[src/rtl/idu_pipe_if.sv]
// idu_pipe_if: fetch-side and execute-side handshake bundle for idu_pipe
interface idu_pipe_if #(parameter int XLEN = 32);
  logic            in_valid;
  logic            in_ready;
  logic [31:0]     in_instr;
  logic [XLEN-1:0] in_pc;
  logic            out_valid;
  logic            out_ready;
  logic [XLEN-1:0] out_pc;
  logic [6:0]      out_op;
  logic [2:0]      out_func3;
  logic [6:0]      out_func7;
  logic [4:0]      out_rd;
  logic [4:0]      out_rs1;
  logic [4:0]      out_rs2;
  logic [2:0]      out_itype;
  logic [XLEN-1:0] out_imm;
  logic            out_illegal;
  modport master (
    output in_valid, in_instr, in_pc, out_ready,
    input  in_ready, out_valid, out_pc, out_op, out_func3, out_func7, out_rd,
           out_rs1, out_rs2, out_itype, out_imm, out_illegal
  );
  modport slave (
    input  in_valid, in_instr, in_pc, out_ready,
    output in_ready, out_valid, out_pc, out_op, out_func3, out_func7, out_rd,
           out_rs1, out_rs2, out_itype, out_imm, out_illegal
  );
endinterface

[src/rtl/idu_pipe.sv]
// idu_pipe: registered RISC-V decode stage with a 2-entry skid buffer
module idu_pipe #(
  parameter int XLEN     = 32,
  parameter int RV64_OPS = 0
) (
  input logic         clk,
  input logic         rst,
  input logic         flush,
  idu_pipe_if.slave   io
);
  typedef struct packed {
    logic [XLEN-1:0] pc;
    logic [6:0]      op;
    logic [2:0]      func3;
    logic [6:0]      func7;
    logic [4:0]      rd;
    logic [4:0]      rs1;
    logic [4:0]      rs2;
    logic [2:0]      itype;
    logic [XLEN-1:0] imm;
    logic            illegal;
  } ent_t;
  typedef enum logic [1:0] {EMPTY, ONE, TWO} state_t;
  localparam bit RV64 = (RV64_OPS != 0) && (XLEN == 64);
  state_t state_q, state_d;
  ent_t   m_q, m_d, k_q, k_d, dec;
  logic   in_ready_q, in_ready_d;
  logic   in_fire, out_fire;
  logic [6:0] op;
  logic [2:0] itype;
  logic [31:0] ins;
  always_comb begin
    ins = io.in_instr;
    op = ins[6:0];
    itype = (op == 7'h13 || op == 7'h03 || op == 7'h67 || op == 7'h73 || (RV64 && op == 7'h1b)) ? 3'd0 :
            (op == 7'h37 || op == 7'h17) ? 3'd1 :
            (op == 7'h23) ? 3'd2 :
            (op == 7'h63) ? 3'd3 :
            (op == 7'h6f) ? 3'd4 :
            (op == 7'h33 || (RV64 && op == 7'h3b)) ? 3'd5 : 3'd7;
    dec.pc      = io.in_pc;
    dec.op      = op;
    dec.func3   = ins[14:12];
    dec.func7   = ins[31:25];
    dec.rd      = ins[11:7];
    dec.rs1     = ins[19:15];
    dec.rs2     = ins[24:20];
    dec.itype   = itype;
    dec.illegal = itype == 3'd7;
    dec.imm = itype == 3'd0 ? XLEN'($signed(ins[31:20])) :
              itype == 3'd1 ? XLEN'($signed({ins[31:12], 12'b0})) :
              itype == 3'd2 ? XLEN'($signed({ins[31:25], ins[11:7]})) :
              itype == 3'd3 ? XLEN'($signed({ins[31], ins[7], ins[30:25], ins[11:8], 1'b0})) :
              itype == 3'd4 ? XLEN'($signed({ins[31], ins[19:12], ins[20], ins[30:21], 1'b0})) :
              '0;
  end
  assign in_fire  = io.in_valid && in_ready_q;
  assign out_fire = (state_q != EMPTY) && io.out_ready;
  always_comb begin
    state_d = state_q;
    m_d = m_q;
    k_d = k_q;
    if (flush) state_d = EMPTY;
    else
      case (state_q)
        EMPTY: if (in_fire) begin state_d = ONE; m_d = dec; end
        ONE:
          if (in_fire && out_fire) m_d = dec;
          else if (in_fire) begin state_d = TWO; k_d = dec; end
          else if (out_fire) state_d = EMPTY;
        TWO: if (out_fire) begin state_d = ONE; m_d = k_q; end
        default: state_d = EMPTY;
      endcase
    in_ready_d = state_d != TWO;
  end
  always_ff @(posedge clk) begin
    if (rst) begin
      state_q <= EMPTY;
      in_ready_q <= 1'b1;
      m_q <= '0;
      k_q <= '0;
    end else begin
      state_q <= state_d;
      in_ready_q <= in_ready_d;
      m_q <= m_d;
      k_q <= k_d;
    end
  end
  assign io.in_ready    = in_ready_q;
  assign io.out_valid   = state_q != EMPTY;
  assign io.out_pc      = m_q.pc;
  assign io.out_op      = m_q.op;
  assign io.out_func3   = m_q.func3;
  assign io.out_func7   = m_q.func7;
  assign io.out_rd      = m_q.rd;
  assign io.out_rs1     = m_q.rs1;
  assign io.out_rs2     = m_q.rs2;
  assign io.out_itype   = m_q.itype;
  assign io.out_imm     = m_q.imm;
  assign io.out_illegal = m_q.illegal;
endmodule

[src/flat_wrapper.sv]
// flat-port wrapper written by rule: the top's interface ports become plain ports
module idu_pipe_flat 
#(
  parameter int XLEN     = 32,
  parameter int RV64_OPS = 0
)
  (clk, rst, flush, io_in_valid, io_in_instr, io_in_pc, io_out_ready, io_in_ready, io_out_valid, io_out_pc, io_out_op, io_out_func3, io_out_func7, io_out_rd, io_out_rs1, io_out_rs2, io_out_itype, io_out_imm, io_out_illegal);
  idu_pipe_if #(.XLEN(XLEN)) io_i ();
  input logic clk;
  input logic rst;
  input logic flush;
  input wire logic [$bits(io_i.in_valid)-1:0] io_in_valid;
  input wire logic [$bits(io_i.in_instr)-1:0] io_in_instr;
  input wire logic [$bits(io_i.in_pc)-1:0] io_in_pc;
  input wire logic [$bits(io_i.out_ready)-1:0] io_out_ready;
  output wire logic [$bits(io_i.in_ready)-1:0] io_in_ready;
  output wire logic [$bits(io_i.out_valid)-1:0] io_out_valid;
  output wire logic [$bits(io_i.out_pc)-1:0] io_out_pc;
  output wire logic [$bits(io_i.out_op)-1:0] io_out_op;
  output wire logic [$bits(io_i.out_func3)-1:0] io_out_func3;
  output wire logic [$bits(io_i.out_func7)-1:0] io_out_func7;
  output wire logic [$bits(io_i.out_rd)-1:0] io_out_rd;
  output wire logic [$bits(io_i.out_rs1)-1:0] io_out_rs1;
  output wire logic [$bits(io_i.out_rs2)-1:0] io_out_rs2;
  output wire logic [$bits(io_i.out_itype)-1:0] io_out_itype;
  output wire logic [$bits(io_i.out_imm)-1:0] io_out_imm;
  output wire logic [$bits(io_i.out_illegal)-1:0] io_out_illegal;
  assign io_i.in_valid = io_in_valid;
  assign io_i.in_instr = io_in_instr;
  assign io_i.in_pc = io_in_pc;
  assign io_i.out_ready = io_out_ready;
  assign io_in_ready = io_i.in_ready;
  assign io_out_valid = io_i.out_valid;
  assign io_out_pc = io_i.out_pc;
  assign io_out_op = io_i.out_op;
  assign io_out_func3 = io_i.out_func3;
  assign io_out_func7 = io_i.out_func7;
  assign io_out_rd = io_i.out_rd;
  assign io_out_rs1 = io_i.out_rs1;
  assign io_out_rs2 = io_i.out_rs2;
  assign io_out_itype = io_i.out_itype;
  assign io_out_imm = io_i.out_imm;
  assign io_out_illegal = io_i.out_illegal;
  idu_pipe #(.XLEN(XLEN), .RV64_OPS(RV64_OPS)) u_core (.clk(clk), .rst(rst), .flush(flush), .io(io_i));
endmodule
[config.mk]
export PLATFORM = sky130hd
export DESIGN_NAME = idu_pipe_flat
export DESIGN_NICKNAME = d
export VERILOG_FILES = /design/src/rtl/idu_pipe_if.sv /design/src/rtl/idu_pipe.sv /design/src/flat_wrapper.sv
export SDC_FILE = /design/constraint.sdc
export NUM_CORES = 1
export LEC_CHECK = 0
export CAP_MARGIN = 10
export CORE_MARGIN = 3
export CORE_UTILIZATION = 52
export DETAILED_ROUTE_END_ITERATION = 16
export GPL_TIMING_DRIVEN = 1
export PLACE_DENSITY = 0.82
export SYNTH_ARGS = -nofsm -noshare
export SYNTH_HDL_FRONTEND = slang
export SYNTH_SLANG_ARGS = --single-unit
[constraint.sdc]
create_clock -name clk -period 1.88 [get_ports clk]
set_clock_uncertainty 0.05 [all_clocks]
set_input_delay 0.376 -clock clk [delete_from_list [all_inputs] [get_ports clk]]
set_output_delay 0.376 -clock clk [all_outputs]
set_load 0.005 [all_outputs]
==> results.md <==
- Setup TNS: 0 ps
- Mapped Nets: 1138
- Clock slew at reported path FFs: 60 ps
- Startpoint types: register
- First-pass GRT wire length: 39230 um
- Antenna violations before repair: 0
- Hold WC Path Type: in2reg
- Post-synthesis async set-or-reset flop share: 0%
- Max Freq: 538.9 MHz
- Yosys warning total: 0
- Area of the die: 18150 sq um
- DRT antenna net count: 0
- Via count: 8385
- Final wirelength: 24370 um
- RD Place Congestion: 0.9063
- Slowest CP cell: clkdlybuf4s50_1
- Synth-to-Final Area Change: 32.87%
- Worst r2r path cells: 5
- Number of flops mapped to enable cells by yosys: 0
- Peak VDD IR: 0.6680 mV
- Final Max Tran Viols: 0
- TritonCTS clock tree: built
- RSZ-0062 raised after global routing: no
- Final Total Pwr: 9.547 mW
- Drt drc: 0
- CTS Buf Count: 21
- Period minus WS final: 1856 ps
- Synth area leaders: dfxtp_1 47%, nand2_1 14%, a311oi_1 6.5%
- Routed WL per cell: 16.57 um
- Iter 0 DRT Violations: 873
- Non-Filler Instances: 1471
- Number of synthesized register bits: 203
- H-Tree Depth: 1
- Syn_area_per_cell: 8.062 sq um
- Crit path buffers/inverters: 1
- Final setup fails: 0
- Post-synthesis sequential area ratio: 47.15%
- N_diodes: 0
- Die Ht: 134.7 um
- Num ports: 171
- Max-slew headroom: 61.41%
- Hold Worst Slack: 249.0 ps
- Dpl hpwl: 16100 um
- Layout cells sized above 1: 10.92%
- Slowest cell delay on critical path: 570 ps
- Cells after Synth: 1069
- Synth unique cells: 57
- Final Util: 71.31%
- Status: complete, no violations
- Leak: 4.115 nW
- Die W: 134.7 um
- Via/cell ratio: 5.700
- Yosys top cell by area: dfxtp_1
- Gr usage total: 25.89%
- Worst Tran Pin Value: 578.8 ps
- Port bufs: 170
- Crit path kind: reg2out
- Crit path required time: 1450 ps
- CP cell instances: clkdlybuf4s50_1
- R2R Path Start: u_core.io.in_ready$_SDFF_PP1_
- Initial core utilization: 53.67%
- Largest net degree at the start of global routing: 71
- Most used DFF post-synth: dfxtp_1
- Root buffer cell: clkbuf_16
- Top cells by count, synth: 331 x nand2_1, 203 x dfxtp_1, 113 x nor2_1, 105 x a21oi_1, 64 x a311oi_1
- Top-count cell post-synth: nand2_1
- Power Density: 833.8 nW/um^2
- CP endpoint kind: output port
- Nets: 1311
- Final hold viol count: 0
- CORE AREA: 16060 sq um
- Clock Latency Late Sink: 490 ps
- Final Cycle Share: 98.70%
- Hold Path Cell Cnt: 2
- Synth top area share: 47.15%
- CTS Sinks: 203
- Vias in the first global route: 7775
- DR pass1 iterations: 6
- Total of max-cap violations: 0
- Hold EP: u_core.k_q[0]$_SDFFE_PP0P_
- Site row count: 46
- Worst EP arrival: 1430 ps
- Placed Cells: 1434
- GRT Residual Overflow: 0
- CP top delay family: buffers and inverters
- Reg-to-Reg End: u_core.io.out_rd[3]$_SDFFE_PP0P_
- Longest Clk Path Bufs: 3
- Hold Startpoint: rst
- CP Max Fanout: 2
- Mapped cell area: 8618 sq um
- FF-to-FF setup slack: 150 ps
- Worst Setup SP: u_core.io.out_func3[2]$_SDFFE_PP0P_
==> what timing repair did <==
item                       in CTS  in global routing
resized for setup               7                 12
setup endpoints to repair      15                 89
hold buffers                    0                  0
setup buffers                   0                  1
==> cell usage in the layout (no fill, tap or decap), types with 7 or more instances in the layout <==
master / synthesis / final
a211oi_1: 27 / 27
nor3_1: 15 / 15
o21ai_1: 17 / 17
a21oi_1: 105 / 105
nand2_1: 331 / 331
clkdlybuf4s50_1: 0 / 163
buf_12: 0 / 16
buf_4: 22 / 55
a311oi_1: 64 / 64
clkbuf_1: 41 / 11
clkbuf_16: 0 / 21
a221oi_1: 7 / 7
nor2_1: 113 / 111
dfxtp_1: 203 / 201
o21ai_0: 10 / 10
a211oi_2: 13 / 13
==> report_power, final <==
part	switching (mW)	leakage (nW)	internal [mW]
clock	1.63	0.291	2.11
sequential	0.0920	1.65	4.47
combinational	0.592	2.17	0.655
==> cell families after synthesis <==
kind of cell | share of synthesized area (%)
flops | 47.15
compound gates | 22.10
buf+inv | 6.736
mux | 0.2468
xor+xnor | 0.2033
simple gates | 23.56
==> worst max path at each step <==
stage                                               endpoint  slack [ps]  cells past startpoint
after detailed placement   u_core.io.out_imm[5]$_SDFFE_PP0P_        -530                      7
after floorplan           u_core.io.out_imm[21]$_SDFFE_PP0P_         340                      7
final                                        io_out_func3[2]          20                      1
after global routing                         io_out_func3[2]           4                      1
after global placement           u_core.k_q[29]$_SDFFE_PP0P_        -440                      6
after CTS                                       io_out_valid           3                      3
==> routing by layer <==
layer / track usage (%) / vias up / part of all wire, %
met5: 0 / - / 0
met4: 8.824 / 0 / 2.7
met2: 40.61 / 395 / 47
li1: - / 4035 / -
met1: 36.33 / 3902 / 42
met3: 4.508 / 53 / 8.0
==> sequential cells by signal, summed over array words and instances (netlist names), 3 cells and up <==
register,cells
u_core.io.out_func3,3
u_core.io.out_func7,7
u_core.io.out_imm,32
u_core.io.out_itype,3
u_core.io.out_op,7
u_core.io.out_pc,32
u_core.io.out_rd,5
u_core.io.out_rs1,5
u_core.io.out_rs2,5
u_core.k_q,100
==> layout make-up <==
cell class | count | area, sq um
Clock inverter | 3 | 15.01
Tap cell | 216 | 270.3
Clock buffer | 33 | 580.6
Multi-Input combinational cell | 768 | 4025
Fill cell | 1224 | 4607
Timing Repair Buffer | 244 | 2479
Sequential cell | 203 | 4066
Inverter | 4 | 15.01
==> stage by stage <==
stage	cell area [sq um]	setup slack, ps
final	11450	24.38
after global routing	11450	3.587
after CTS	11400	2.621
after detailed placement	10800	-532.6
after global placement	10800	-440.6
after floorplan	8618	335.2
Power figures use the tool's default switching activity.
